[src/rtl/key_click_decoder_pkg.sv]
// Shared types and default timing constants for the push-button gesture decoder.
// The timing defaults assume a 50 MHz system clock and are shared with the key debouncer.
package key_click_decoder_pkg;

  localparam int unsigned CNT_W_DEF = 26;
  localparam int unsigned REL_W     = 20;

  localparam logic [CNT_W_DEF-1:0] LONG_CNT_DEF = 26'd49_999_999;
  localparam logic [CNT_W_DEF-1:0] DBL_CNT_DEF  = 26'd14_999_999;
  localparam logic [REL_W-1:0]     REL_CNT_DEF  = 20'd999_999;

  typedef enum logic [2:0] {
    ST_IDLE      = 3'd0,
    ST_PRESS1    = 3'd1,
    ST_WAIT2     = 3'd2,
    ST_PRESS2    = 3'd3,
    ST_LONG_HOLD = 3'd4
  } key_state_e;

endpackage

[src/rtl/key_click_decoder_if.sv]
// Key inputs and gesture pulse outputs of one push-button decoder.
interface key_click_decoder_if;

  logic key_in;
  logic key_flag;
  logic single_click;
  logic double_click;
  logic long_press;
  logic busy;

  modport master (
    output key_in, key_flag,
    input  single_click, double_click, long_press, busy
  );

  modport slave (
    input  key_in, key_flag,
    output single_click, double_click, long_press, busy
  );

endinterface

[src/rtl/key_click_decoder_release_qual.sv]
// Release qualifier: synchronises the raw active-low key level and flags a
// release once the key has read high for REL_CNT consecutive cycles.
module key_click_decoder_release_qual
  import key_click_decoder_pkg::*;
#(
  parameter logic [REL_W-1:0] REL_CNT = REL_CNT_DEF
) (
  input  logic sys_clk,
  input  logic sys_rst,
  input  logic key_in,
  output logic rel_ok_c
);

  logic             key_sync;
  logic             key_s;
  logic [REL_W-1:0] rel_cnt;

  // Two-flop synchroniser, idles at the released level.
  always_ff @(posedge sys_clk) begin
    if (sys_rst) begin
      key_sync <= 1'b1;
      key_s    <= 1'b1;
    end else begin
      key_sync <= key_in;
      key_s    <= key_sync;
    end
  end

  // Any low sample (bounce) restarts qualification; saturates at the threshold.
  always_ff @(posedge sys_clk) begin
    if (sys_rst) begin
      rel_cnt <= '0;
    end else if (!key_s) begin
      rel_cnt <= '0;
    end else if (rel_cnt != REL_CNT) begin
      rel_cnt <= rel_cnt + REL_W'(1);
    end
  end

  assign rel_ok_c = (rel_cnt == REL_CNT);

endmodule

[src/rtl/key_click_decoder.sv]
// Push-button gesture classifier: turns debounced presses into single-click,
// double-click and long-press pulses, one registered 1-cycle pulse per gesture.
module key_click_decoder
  import key_click_decoder_pkg::*;
#(
  parameter int unsigned      CNT_W    = CNT_W_DEF,
  parameter logic [CNT_W-1:0] LONG_CNT = CNT_W'(LONG_CNT_DEF),
  parameter logic [CNT_W-1:0] DBL_CNT  = CNT_W'(DBL_CNT_DEF),
  parameter logic [REL_W-1:0] REL_CNT  = REL_CNT_DEF
) (
  input  logic                sys_clk,
  input  logic                sys_rst,
  key_click_decoder_if.slave  bus
);

  key_state_e       state;
  logic [CNT_W-1:0] cnt;
  logic             rel_ok_c;
  logic             single_q;
  logic             double_q;
  logic             long_q;
  logic             busy_q;

  key_click_decoder_release_qual #(
    .REL_CNT (REL_CNT)
  ) u_release_qual (
    .sys_clk  (sys_clk),
    .sys_rst  (sys_rst),
    .key_in   (bus.key_in),
    .rel_ok_c (rel_ok_c)
  );

  // Gesture FSM; cnt restarts on every state change so it never wraps.
  always_ff @(posedge sys_clk) begin
    if (sys_rst) begin
      state    <= ST_IDLE;
      cnt      <= '0;
      single_q <= 1'b0;
      double_q <= 1'b0;
      long_q   <= 1'b0;
      busy_q   <= 1'b0;
    end else begin
      single_q <= 1'b0;
      double_q <= 1'b0;
      long_q   <= 1'b0;
      unique case (state)
        ST_IDLE: begin
          if (bus.key_flag) begin
            state  <= ST_PRESS1;
            cnt    <= '0;
            busy_q <= 1'b1;
          end
        end
        ST_PRESS1: begin
          if (cnt == LONG_CNT) begin
            state  <= ST_LONG_HOLD;
            cnt    <= '0;
            long_q <= 1'b1;
          end else if (rel_ok_c) begin
            state <= ST_WAIT2;
            cnt   <= '0;
          end else begin
            cnt <= cnt + CNT_W'(1);
          end
        end
        // A second press on the timeout cycle still counts as a double click.
        ST_WAIT2: begin
          if (bus.key_flag) begin
            state    <= ST_PRESS2;
            cnt      <= '0;
            double_q <= 1'b1;
          end else if (cnt == DBL_CNT) begin
            state    <= ST_IDLE;
            cnt      <= '0;
            single_q <= 1'b1;
            busy_q   <= 1'b0;
          end else begin
            cnt <= cnt + CNT_W'(1);
          end
        end
        ST_PRESS2, ST_LONG_HOLD: begin
          if (rel_ok_c) begin
            state  <= ST_IDLE;
            cnt    <= '0;
            busy_q <= 1'b0;
          end
        end
        default: begin
          state  <= ST_IDLE;
          cnt    <= '0;
          busy_q <= 1'b0;
        end
      endcase
    end
  end

  assign bus.single_click = single_q;
  assign bus.double_click = double_q;
  assign bus.long_press   = long_q;
  assign bus.busy         = busy_q;

endmodule
[src/flat_wrapper.sv]
// flat-port wrapper written by rule: the top's interface ports become plain ports
module key_click_decoder_flat import key_click_decoder_pkg::*;
#(
  parameter int unsigned      CNT_W    = CNT_W_DEF,
  parameter logic [CNT_W-1:0] LONG_CNT = CNT_W'(LONG_CNT_DEF),
  parameter logic [CNT_W-1:0] DBL_CNT  = CNT_W'(DBL_CNT_DEF),
  parameter logic [REL_W-1:0] REL_CNT  = REL_CNT_DEF
)
  (sys_clk, sys_rst, bus_key_in, bus_key_flag, bus_single_click, bus_double_click, bus_long_press, bus_busy);
  key_click_decoder_if bus_i ();
  input  logic sys_clk;
  input  logic sys_rst;
  input wire logic [$bits(bus_i.key_in)-1:0] bus_key_in;
  input wire logic [$bits(bus_i.key_flag)-1:0] bus_key_flag;
  output wire logic [$bits(bus_i.single_click)-1:0] bus_single_click;
  output wire logic [$bits(bus_i.double_click)-1:0] bus_double_click;
  output wire logic [$bits(bus_i.long_press)-1:0] bus_long_press;
  output wire logic [$bits(bus_i.busy)-1:0] bus_busy;
  assign bus_i.key_in = bus_key_in;
  assign bus_i.key_flag = bus_key_flag;
  assign bus_single_click = bus_i.single_click;
  assign bus_double_click = bus_i.double_click;
  assign bus_long_press = bus_i.long_press;
  assign bus_busy = bus_i.busy;
  key_click_decoder #(.CNT_W(CNT_W), .LONG_CNT(LONG_CNT), .DBL_CNT(DBL_CNT), .REL_CNT(REL_CNT)) u_core (.sys_clk(sys_clk), .sys_rst(sys_rst), .bus(bus_i));
endmodule
[config.mk]
export PLATFORM = sky130hd
export DESIGN_NAME = key_click_decoder_flat
export DESIGN_NICKNAME = d
export VERILOG_FILES = /design/src/rtl/key_click_decoder_pkg.sv /design/src/rtl/key_click_decoder_if.sv /design/src/rtl/key_click_decoder_release_qual.sv /design/src/rtl/key_click_decoder.sv /design/src/flat_wrapper.sv
export SDC_FILE = /design/constraint.sdc
export NUM_CORES = 1
export LEC_CHECK = 0
export ABC_CLOCK_PERIOD_IN_PS = 2500
export CAP_MARGIN = 0
export CORE_ASPECT_RATIO = 1.25
export CORE_UTILIZATION = 40
export CTS_CLUSTER_DIAMETER = 150
export DETAILED_ROUTE_END_ITERATION = 16
export HOLD_SLACK_MARGIN = 0.06
export PLACE_DENSITY = 0.59
export SYNTH_ARGS = -nofsm -noshare
export SYNTH_HDL_FRONTEND = slang
export SYNTH_SLANG_ARGS = --single-unit
[constraint.sdc]
create_clock -name sys_clk -period 2.5 [get_ports sys_clk]
set_input_delay 0.375 -clock sys_clk [delete_from_list [all_inputs] [get_ports sys_clk]]
set_output_delay 0.375 -clock sys_clk [all_outputs]
set_load 0.03 [all_outputs]
==> impl_metrics.ini <==
[placed_design]
pre_cts_ws_ns = 0.0268
gp_congestion = 0.903
postPlaceCellArea_um2 = 3010
numPortBuffers = 7
dp.final_hpwl_um = 4210

[clock_network]
insertion_delay_ns = 0.31
clk_pin_slew_ns = 0.10
clk_path_buf_depth = 2
cts_buffers = 5
cts_root_buf = clkbuf_8
htreeDepth = 2
cts_sinks = 55
cts_tree = built

[floorplanning]
row_count = 33
core-area_um2 = 6610
ioPinCount = 8
die-area_um2 = 7250
initial_core_util = 0.418
die_w_um = 76.4
fp.dieH_um = 94.9

[logic_synthesis]
ys_seq_area_frac = 0.398
netlist_instances = 335
synth_edf_count = 0
ys.flop_type = dfxtp_1
synth_seq_cells = 55
synth.top_cell.area_share = 0.398
syn_area_per_cell_um2 = 8.25
async_flop_share = 0
netlist_top_cells_area = dfxtp_1 40%, nor2_1 5.8%, xnor2_1 4.8%
synth_cell_types = 50
yosysWarnings = 0
synth_largest_area_cell = dfxtp_1
syn-num-nets = 341
syn_area_um2 = 2760

[pwr]
switchingPower_w = 0.000629
switching_share = 0.293
p_int_w = 0.00152
comb_power_share = 0.236
clkPwrFrac = 0.320
powerDensity_nw_per_um2 = 672
pwr-share-seq = 0.444
ir_drop_uv = 393
leakage_nw = 1.08

[finish]
drive_above_1_share = 0.107
final_area_um2 = 3190
antenna_cells = 0
nFillCells = 644
areaGrowthSynthToFinish_pct = 15.5
num-nets-final = 361

[route]
dr.first_iter.drc_count = 124
routedWlPerCell_um = 13.7
wl_met1_um = 2760
viasPerCell = 5.45
ant_nets = 0
drc = 0
top_layer = met4
met2WireLength_um = 3060
wl_met3_um = 176
drtPass1Iterations = 4
via_count = 2414
wirelength_um = 6070

[sta]
fin_worst_skew_ns = 0.00804
tns_ns = 0
timing.final.ws_setup_ns = 0.126
worst_pin_slew_ns = 0.694
hold_violations = 0
fmax_ghz = 0.421
slew_headroom = 0.537
slew_violations = 0
period_needed_ns = 2.37
rsz0062_at_grt = no
setup_viol = 0
post-route-period-util = 0.950
hold_slack_ns = 0.420

[outcome]
status = finished clean

[global_routing]
grt_pass1_wl_um = 9890
globalRouteTotalUtil = 0.169
antenna_found_initial = 0
grt_max_degree = 31
overflow = 0
grt_pass1_vias = 2163

[setup_path]
crit_buf_inv = 0
crit_fanout = 7
cp-end-kind = register
cp.arrival_ns = 2.58
critPathMaxStageDelay_ns = 0.69
cp_top_family = simple AND/OR/NAND/NOR gates
cp_slowest_cell = or4_1
cp-start-kind = register
critPathKind = reg2reg
crit_chain = nor4_1 > nand4_1 > or4_1 > o211a_1 > o211ai_1 > a21oi_1
cp.required_ns = 2.71

[hold_path]
min_path_type = reg2reg

[flow_run]
drv_cap = 0
power groups by stage:
stage	Combinational, W	Clock (W)	Sequential, W
floorplan	0.000310	0	0.000981
detailed placement	0.000456	0	0.000971
global route	0.000548	0.000745	0.000962
global placement	0.000452	0	0.000972
CTS	0.000457	0.000713	0.000951
finish	0.000505	0.000687	0.000952
synthesized netlist by cell type (all sizes together), types with 4 or more instances:
master,count
a21oi,16
a22o,4
and2,5
and3,8
and4,4
buf,7
clkbuf,5
dfxtp,55
inv,9
mux2i,7
nand2,32
nand2b,6
nand3,24
nand4,7
nor2,43
nor2b,4
nor3,14
nor4,6
o21ai,11
o21bai,4
o22ai,4
or2,4
or3,4
xnor2,15
xor2,9
metal layers:
metal | vias up | GRT usage
li1 | 1229 | -
met2 | 41 | 0.310
met4 | 0 | 0.0673
met5 | - | 0
met1 | 1136 | 0.196
met3 | 8 | 0.0271
flip-flops by register name, summed over array words and instances, names as in the netlist:
name / flops
u_core.u_release_qual.key_s: 1
u_core.bus.single_click: 1
u_core.bus.busy: 1
u_core.u_release_qual.rel_cnt: 20
u_core.state: 3
u_core.bus.long_press: 1
u_core.cnt: 26
u_core.bus.double_click: 1
u_core.u_release_qual.key_sync: 1
cell families (layout without fill, tap and decap cells):
logic type,Yosys count,in the layout,share of synthesized area
adders and majority gates,2,2,0.00905
and+or+nand+nor,177,177,0.340
muxes,7,7,0.0254
DFF,55,55,0.398
xor gates and xnor gates,24,24,0.0761
buffers and inverters,21,41,0.0371
AOI/OAI and AO/OA,49,50,0.114
worst reg2reg max path, delay by kind of cell (launching register included):
family / cells / cell delay [ns]
compound gates: 3 / 0.47
simple gates: 3 / 1.43
flops: 1 / 0.38
repair_timing:
action | CTS | global route
buffers inserted | 0 | 1
endpoints found under the setup margin | 0 | 16
hold buffers | 0 | 0
gates resized for setup | 0 | 7
cell type report:
type / instances / area, um2 / share of cell area
sequential: 55 / 1100 / 0.345
clock inverter: 2 / 60.1 / 0.0188
multi-input combinational: 260 / 1620 / 0.507
tap: 87 / 109 / 0.0341
timing repair buffer: 24 / 198 / 0.0619
clock buffer: 6 / 72.6 / 0.0227
inverter: 9 / 33.8 / 0.0106
cells in the final DEF, fill, tap and decap left out, drive strengths merged, types with 5 or more instances in the layout:
cell           synthesis  final
dfxtp                 55     55
nor2                  43     43
nand2                 32     32
nand3                 24     24
buf                    7     17
a21oi                 16     16
xnor2                 15     15
nor3                  14     14
o21ai                 11     11
inv                    9      9
xor2                   9      9
and3                   8      8
nand4                  7      7
mux2i                  7      7
clkdlybuf4s50          0      7
nand2b                 6      6
nor4                   6      6
clkbuf                 5      6
and2                   5      5
per-stage QoR:
stage	util	instances	total power [W]
6_report	0.483	443	0.00214
5_1_grt	0.483	443	0.00225
4_1_cts	0.475	441	0.00212
3_5_place_dp	0.455	433	0.00143
3_3_place_gp	0.455	433	0.00142
2_1_floorplan	-	335	0.00129
final timing paths:
check / startpoint / endpoint / slack [ns] / cells after the start
worst max-delay path: u_core.cnt[9]$_SDFFE_PP0P_ / u_core.bus.busy$_SDFFE_PP0P_ / 0.13 / 6
worst min register to register: u_core.u_release_qual.key_sync$_SDFF_PP1_ / u_core.u_release_qual.key_s$_SDFF_PP1_ / 0.42 / 1
worst max register to register: u_core.cnt[9]$_SDFFE_PP0P_ / u_core.bus.busy$_SDFFE_PP0P_ / 0.13 / 6
worst min-delay path: u_core.u_release_qual.key_sync$_SDFF_PP1_ / u_core.u_release_qual.key_s$_SDFF_PP1_ / 0.42 / 1
No activity file was read; power rests on OpenSTA's default activity.
